===== config.mk =====
export PLATFORM = sky130hd
export DESIGN_NAME = shift_reg_univ
export DESIGN_NICKNAME = d
export VERILOG_FILES = /design/src/rtl/shift_reg_univ.sv
export SDC_FILE = /design/constraint.sdc
export NUM_CORES = 1
export LEC_CHECK = 0
export ABC_AREA = 1
export BUFFER_PORTS_ARGS = -buffer_cell sky130_fd_sc_hd__buf_2
export CELL_PAD_IN_SITES_DETAIL_PLACEMENT = 0
export CELL_PAD_IN_SITES_GLOBAL_PLACEMENT = 1
export CORE_MARGIN = 2
export CORE_UTILIZATION = 33
export CTS_CLUSTER_DIAMETER = 100
export CTS_CLUSTER_SIZE = 16
export DETAILED_ROUTE_END_ITERATION = 7
export GPL_TIMING_DRIVEN = 0
export PLACE_DENSITY_LB_ADDON = 0.1
export SETUP_SLACK_MARGIN = 0.5
export SYNTH_ARGS = -nofsm -noshare
export SYNTH_HDL_FRONTEND = slang
export SYNTH_SLANG_ARGS = --single-unit

===== constraint.sdc =====
create_clock -name clk -period 4 [get_ports clk]
set_clock_uncertainty 0.2 [all_clocks]
set_input_delay 0.4 -clock clk [delete_from_list [all_inputs] [get_ports clk]]
set_output_delay 0.4 -clock clk [all_outputs]
set_load 0.02 [all_outputs]

===== src/rtl/shift_reg_univ.sv =====
// -----------------------------------------------------------------------------
// shift_reg_univ
//
// Universal shift register: DEPTH stages of WIDTH bits each. Supports hold,
// shift up (towards stage DEPTH-1), shift down (towards stage 0), rotate in
// either direction, and parallel load. A saturating fill counter tracks how
// many stages hold valid data.
//
// Parameters:
//   WIDTH  bits per stage (>= 1)
//   DEPTH  number of stages (>= 2)
//   CW     width of fill, derived from DEPTH (leave at default)
//
// Ports:
//   clk      rising-edge clock
//   rst      asynchronous active-high reset
//   clr      synchronous clear of stages and fill; independent of en
//   en       clock enable for mode operations
//   mode     00 hold, 01 shift up, 10 shift down, 11 parallel load
//   rot      in shift modes, recirculate the end stage instead of serial input
//   sin_lo   serial input into stage 0 (shift up)
//   sin_hi   serial input into stage DEPTH-1 (shift down)
//   pin      parallel load data, stage i = pin[i*WIDTH +: WIDTH]
//   pout     all stages, stage i = pout[i*WIDTH +: WIDTH]
//   sout_hi  stage DEPTH-1
//   sout_lo  stage 0
//   fill     number of valid stages, 0..DEPTH
//   full     fill == DEPTH
//
// All outputs are taken straight from flops; no input reaches an output
// combinationally.
// -----------------------------------------------------------------------------
module shift_reg_univ #(
    parameter int WIDTH = 1,
    parameter int DEPTH = 3,
    parameter int CW    = $clog2(DEPTH + 1)
) (
    input  logic                   clk,
    input  logic                   rst,
    input  logic                   clr,
    input  logic                   en,
    input  logic [1:0]             mode,
    input  logic                   rot,
    input  logic [WIDTH-1:0]       sin_lo,
    input  logic [WIDTH-1:0]       sin_hi,
    input  logic [WIDTH*DEPTH-1:0] pin,
    output logic [WIDTH*DEPTH-1:0] pout,
    output logic [WIDTH-1:0]       sout_hi,
    output logic [WIDTH-1:0]       sout_lo,
    output logic [CW-1:0]          fill,
    output logic                   full
);

    localparam int              TOTAL    = WIDTH * DEPTH;
    localparam logic [CW-1:0]   FILL_MAX = CW'(DEPTH);

    typedef enum logic [1:0] {
        MODE_HOLD = 2'b00,
        MODE_UP   = 2'b01,
        MODE_DOWN = 2'b10,
        MODE_LOAD = 2'b11
    } mode_e;

    // All stages packed into one vector: stage i lives at [i*WIDTH +: WIDTH],
    // so a shift is a single concatenation with no per-stage indexing.
    logic [TOTAL-1:0] stage_q, stage_d;
    logic [CW-1:0]    fill_q,  fill_d;
    logic             full_q,  full_d;

    logic [WIDTH-1:0] up_in;
    logic [WIDTH-1:0] down_in;
    mode_e            mode_sel;

    assign mode_sel = mode_e'(mode);

    always_comb begin
        // Value entering the vacated end stage: the opposite end when
        // rotating, otherwise the serial input for that direction.
        up_in   = rot ? stage_q[TOTAL-1 -: WIDTH] : sin_lo;
        down_in = rot ? stage_q[WIDTH-1:0]        : sin_hi;

        stage_d = stage_q;
        fill_d  = fill_q;

        if (clr) begin
            // clr discards any concurrent mode operation.
            stage_d = '0;
            fill_d  = '0;
        end else if (en) begin
            case (mode_sel)
                MODE_HOLD: begin
                end
                MODE_UP: begin
                    stage_d = {stage_q[TOTAL-WIDTH-1:0], up_in};
                    // Rotation only moves existing entries, so it adds none.
                    if (!rot && (fill_q != FILL_MAX)) begin
                        fill_d = fill_q + CW'(1);
                    end
                end
                MODE_DOWN: begin
                    stage_d = {down_in, stage_q[TOTAL-1:WIDTH]};
                    if (!rot && (fill_q != FILL_MAX)) begin
                        fill_d = fill_q + CW'(1);
                    end
                end
                MODE_LOAD: begin
                    stage_d = pin;
                    fill_d  = FILL_MAX;
                end
            endcase
        end

        // full is registered alongside fill so it changes on the same edge.
        full_d = (fill_d == FILL_MAX);
    end

    always_ff @(posedge clk or posedge rst) begin
        if (rst) begin
            stage_q <= '0;
            fill_q  <= '0;
            full_q  <= 1'b0;
        end else begin
            stage_q <= stage_d;
            fill_q  <= fill_d;
            full_q  <= full_d;
        end
    end

    assign pout    = stage_q;
    assign sout_lo = stage_q[WIDTH-1:0];
    assign sout_hi = stage_q[TOTAL-1 -: WIDTH];
    assign fill    = fill_q;
    assign full    = full_q;

endmodule

**Word level (Yosys, flattened, before mapping)**

Cells that the tools add are included.

- Eq/ne operators: 5
- Add/subtract/negate cells: 1
- Multiplexer cells: 9
- Reduce and logical (&&, ||, !) cells: 6

Operators by type and width:

| operator | number |
|---|---|
| $pmux 3 s3 | 1 |
| $eq 2x2->1 const B | 3 |
| $mux 2 | 3 |
| $mux 3 | 2 |
| $pmux 2 s2 | 1 |
| $reduce_bool 4->1 | 1 |
| $add 2x1->2 const B | 1 |
| $eq 2x1->1 const B | 1 |
| $mux 1 | 2 |
| $ne 2x2->1 const B | 1 |
| $reduce_and 2->1 | 1 |
| $reduce_bool 2->1 | 1 |
| $reduce_or 2->1 | 1 |
| $logic_and 1x1->1 | 1 |
| $logic_not 1->1 | 1 |

- Register bits after elaboration: 6
- Input port bits: 12

**Depth between registers and ports, before layout**

- Depth after elaboration: 7
- Mapped depth: 9
- Depth with buffers taken out: 9

**Worst setup path after synthesis**

Ideal clock, no wire load.

- Kind: input to register
- Start point: in mode[0]
- End point: reg full_q (netlist: full)
- Required time: 3.684 ns
- Path slack: 2.549 ns
- Path buffers: 0
- Stages on the path: 7
- Arrival time: 1.135 ns
- Setup time: 0.116 ns
- Path through: inv_1 ha_1 or2_4 nor2_1 nand2_1 nand2_1 nor2_1

- Cells in the longest elaborated chain, start to end: 6
- Elaborated cells between the ends (all ways): 8

Ends and longest elaborated chain:

| item | RTL line | RTL |
|---|---|---|
| start, declared | 42 | `input logic [1:0] mode,` |
| $eq 2x2->1 or $eq 2x1->1 (tied branches) | 90 | `case (mode_sel)` |
| $reduce_or 2->1 (no line) | n/a |  |
| $pmux 2 s2 * | 90 |  |
| $mux 2 * | 89 | `end else if (en) begin` |
| $mux 2 * | 85 | `if (clr) begin` |
| $eq 2x2->1 * | 114 | `full_d = (fill_d == FILL_MAX);` |
| net full_d | 68 | `logic full_q, full_d;` |
| end signal, assigned | 125 | `full_q <= full_d;` |
| end, declared | 68 |  |

The timed path passes the listed nets; every way through them passes the cells marked *.
A chain may end at the register's enable or synchronous reset.

**Final worst setup path**

- Start point: reg stage_q[2] (netlist: pout[2])
- End point: out pout[2]

RTL lines:

| item | RTL line | RTL |
|---|---|---|
| start, declared | 66 | `logic [TOTAL-1:0] stage_q, stage_d;` |
| start signal, assigned | 123 | `stage_q <= stage_d;` |
| end, declared | 47 | `output logic [WIDTH*DEPTH-1:0] pout,` |

No word-level cell between the ends.

==> results_dict.tcl <==
set metrics [dict create \
    status "completed" \
    whs_path_depth 5 \
    tritoncts "done" \
    p_seq_frac 0.391 \
    drive_above_1_share 0.316 \
    clock_latency_ns 0.25 \
    intPower_mw 0.118 \
    synth_top_area_frac 0.302 \
    required_ns 3.40 \
    slew_headroom 0.848 \
    grt_overflow_total 0 \
    layout_common_cells "26 x nand2_1, 19 x buf_2, 13 x inv_1" \
    worst-r2r-cell-count 7 \
    routed-via-count 507 \
    drtAntennaViolNets 0 \
    post-route-period-util 0.388 \
    synth_cell_types 16 \
    via_per_inst 4.45 \
    final_common_cell "nand2_1" \
    cp.arrival_ns 0.95 \
    firstDrtPassIters 4 \
    p_sw_frac 0.315 \
    drtIter0Drc 12 \
    area_growth_pct 29.6 \
    ios 20 \
    grt.total_usage 0.139 \
    cts-root-buf "clkbuf_4" \
    syn-num-nets 92 \
    finalWorstSetupSlack_ns 2.45 \
    critPathLaunchType "flip-flop" \
    syn_inst 75 \
    rsz0062_at_grt "no" \
    ir_worst_vdd_mv 0.156 \
    critPathMaxFanout 5 \
    ctsLongestPathBuffers 2 \
    dp_slack_ns 2.31 \
    wl_mm 1.05 \
    antenna_cells 0 \
    cts.sinks 6 \
    synth-seq-cells 6 \
    min_period_ns 1.55 \
    cpPeakStageDelay_ns 0.42 \
    cts_setup_buffers 0 \
    core-area_um2 1450 \
    die_w_um 42.8 \
    powerDensity_nw_per_um2 267 \
    leakage_nw 0.402 \
    path_class "reg2out" \
    tns_ns 0 \
    cts_buffers 3 \
    fmax_ghz 0.644 \
    combPwrFrac 0.281 \
    initial_utilization 0.343 \
    post-route-cell-area_um2 646 \
    grt_pass1_vias 467 \
    rrSetupSlack_ns 2.62 \
    fp-row-count 14 \
    dp_hpwl_um 873 \
    port_buffers 19 \
    cap_violations 0 \
    slowest_stage "dfrtp_1" \
    antenna_found_initial 0 \
    crit_chain "buf_4, buf_2" \
    dieArea_um2 1840 \
    syn_avg_cell_area_um2 6.64 \
    pwr-share-clk 0.328 \
    place.gp.congestion 0.794 \
    htree_levels 1 \
    syn_area_um2 498 \
    end_kind "primary output" \
    grt_max_degree 7 \
    tightest_slew_ns 0.228 \
    placed_cell_area_um2 613 \
    slew_viol_final 0 \
    netlist_top_cells_area "dfrtp_1 30%, nand2_1 20%, ha_1 13%" \
    wl_per_cell_um 9.25 \
    ys_warn_count 0 \
    report.final.hold_viol_count 0 \
    hold_path.class "in2reg" \
    final_nets 117 \
    die_h_um 42.8 \
    yosysTopAreaCell "dfrtp_1" \
    final-setup-viol-count 0 \
    clk_pin_slew_ns 0.05 \
    p_sw_mw 0.0543 \
    n_fill_cell 174 \
    yosysSeqAreaShare 0.302 \
    grt_first_pass_wirelength_mm 1.90 \
    drc 0 \
]
-- flip-flops by register name, indices dropped and copies added (netlist names) --
register and cells:
fill 2, full 1, pout 3
-- per-layer routing --
metal | vias up | part of all wire | track usage | wire length [µm]
met5 | - | 0 | 0 | 0
met4 | 0 | 0 | 0.0375 | 0
met3 | 0 | 0.058 | 0.0511 | 61
met2 | 17 | 0.49 | 0.218 | 516
met1 | 222 | 0.45 | 0.180 | 477
li1 | 268 | - | - | -
-- cell usage after synthesis --
| cell | instances |
|---|---|
| a21oi_1 | 1 |
| a21oi_2 | 1 |
| buf_4 | 2 |
| dfrtp_1 | 6 |
| ha_1 | 5 |
| inv_1 | 13 |
| inv_2 | 1 |
| nand2_1 | 26 |
| nand2_2 | 1 |
| nand3_1 | 5 |
| nor2_1 | 8 |
| nor2_2 | 2 |
| nor3_2 | 1 |
| o211ai_1 | 1 |
| or2_0 | 1 |
| or2_4 | 1 |
-- kinds of logic (layout without fill, tap and decap cells) --
kind of cell               Yosys count  count (layout)  synth area share
AOI/OAI and AO/OA                    3               3            0.0427
adders and majority gates            5               5             0.126
and+or+nand+nor                     45              45             0.394
buffers and inverters               16              39             0.136
DFF                                  6               6             0.301
-- power groups by stage --
stage / registers (mW) / clock network, mW / logic (mW)
after CTS: 0.0677 / 0.0584 / 0.0495
after global placement: 0.0685 / 0 / 0.0483
after floorplan: 0.0719 / 0 / 0.0283
after global routing: 0.0682 / 0.0627 / 0.0561
after detailed placement: 0.0684 / 0 / 0.0487
final: 0.0675 / 0.0565 / 0.0484
-- per-stage QoR --
stage                     utilization  std cells  hold slack (ns)  total power [mW]
after floorplan                     -         75         -0.00904             0.100
after global placement          0.422        110            0.119             0.117
after detailed placement        0.422        110            0.120             0.117
after CTS                       0.444        114            0.273             0.176
after global routing            0.444        114            0.293             0.187
final                           0.444        114            0.274             0.173
-- repair_timing --
| action | in CTS | in global routing |
|---|---|---|
| hold buffers | 1 | 0 |
| endpoints found under the hold margin | 6 | 0 |
| gates resized for setup | 0 | 0 |
-- worst max-delay path, delay by kind of cell, from the launching register on --
| family | cells | cell delay, ns |
|---|---|---|
| buffers and inverters | 2 | 0.29 |
| DFF | 1 | 0.42 |
-- final cells by class --
class,instances,area (µm²),share of cell area
inverter,14,52.6,0.0814
timing repair buffer,20,105,0.163
multi-input combinational,53,280,0.434
sequential,6,150,0.233
buffer,2,15.0,0.0233
clock buffer,3,22.5,0.0349
tap,16,20.0,0.0310
-- final timing paths --
kind,startpoint,endpoint
max reg2reg,fill[0],full
max in group asynchronous,rst,pout[2]
min reg2reg,pout[0],pout[0]
min in group asynchronous,rst,pout[0]
max,pout[2],pout[2]
min,pin[1],pout[1]
Power figures use the tool's default switching activity.
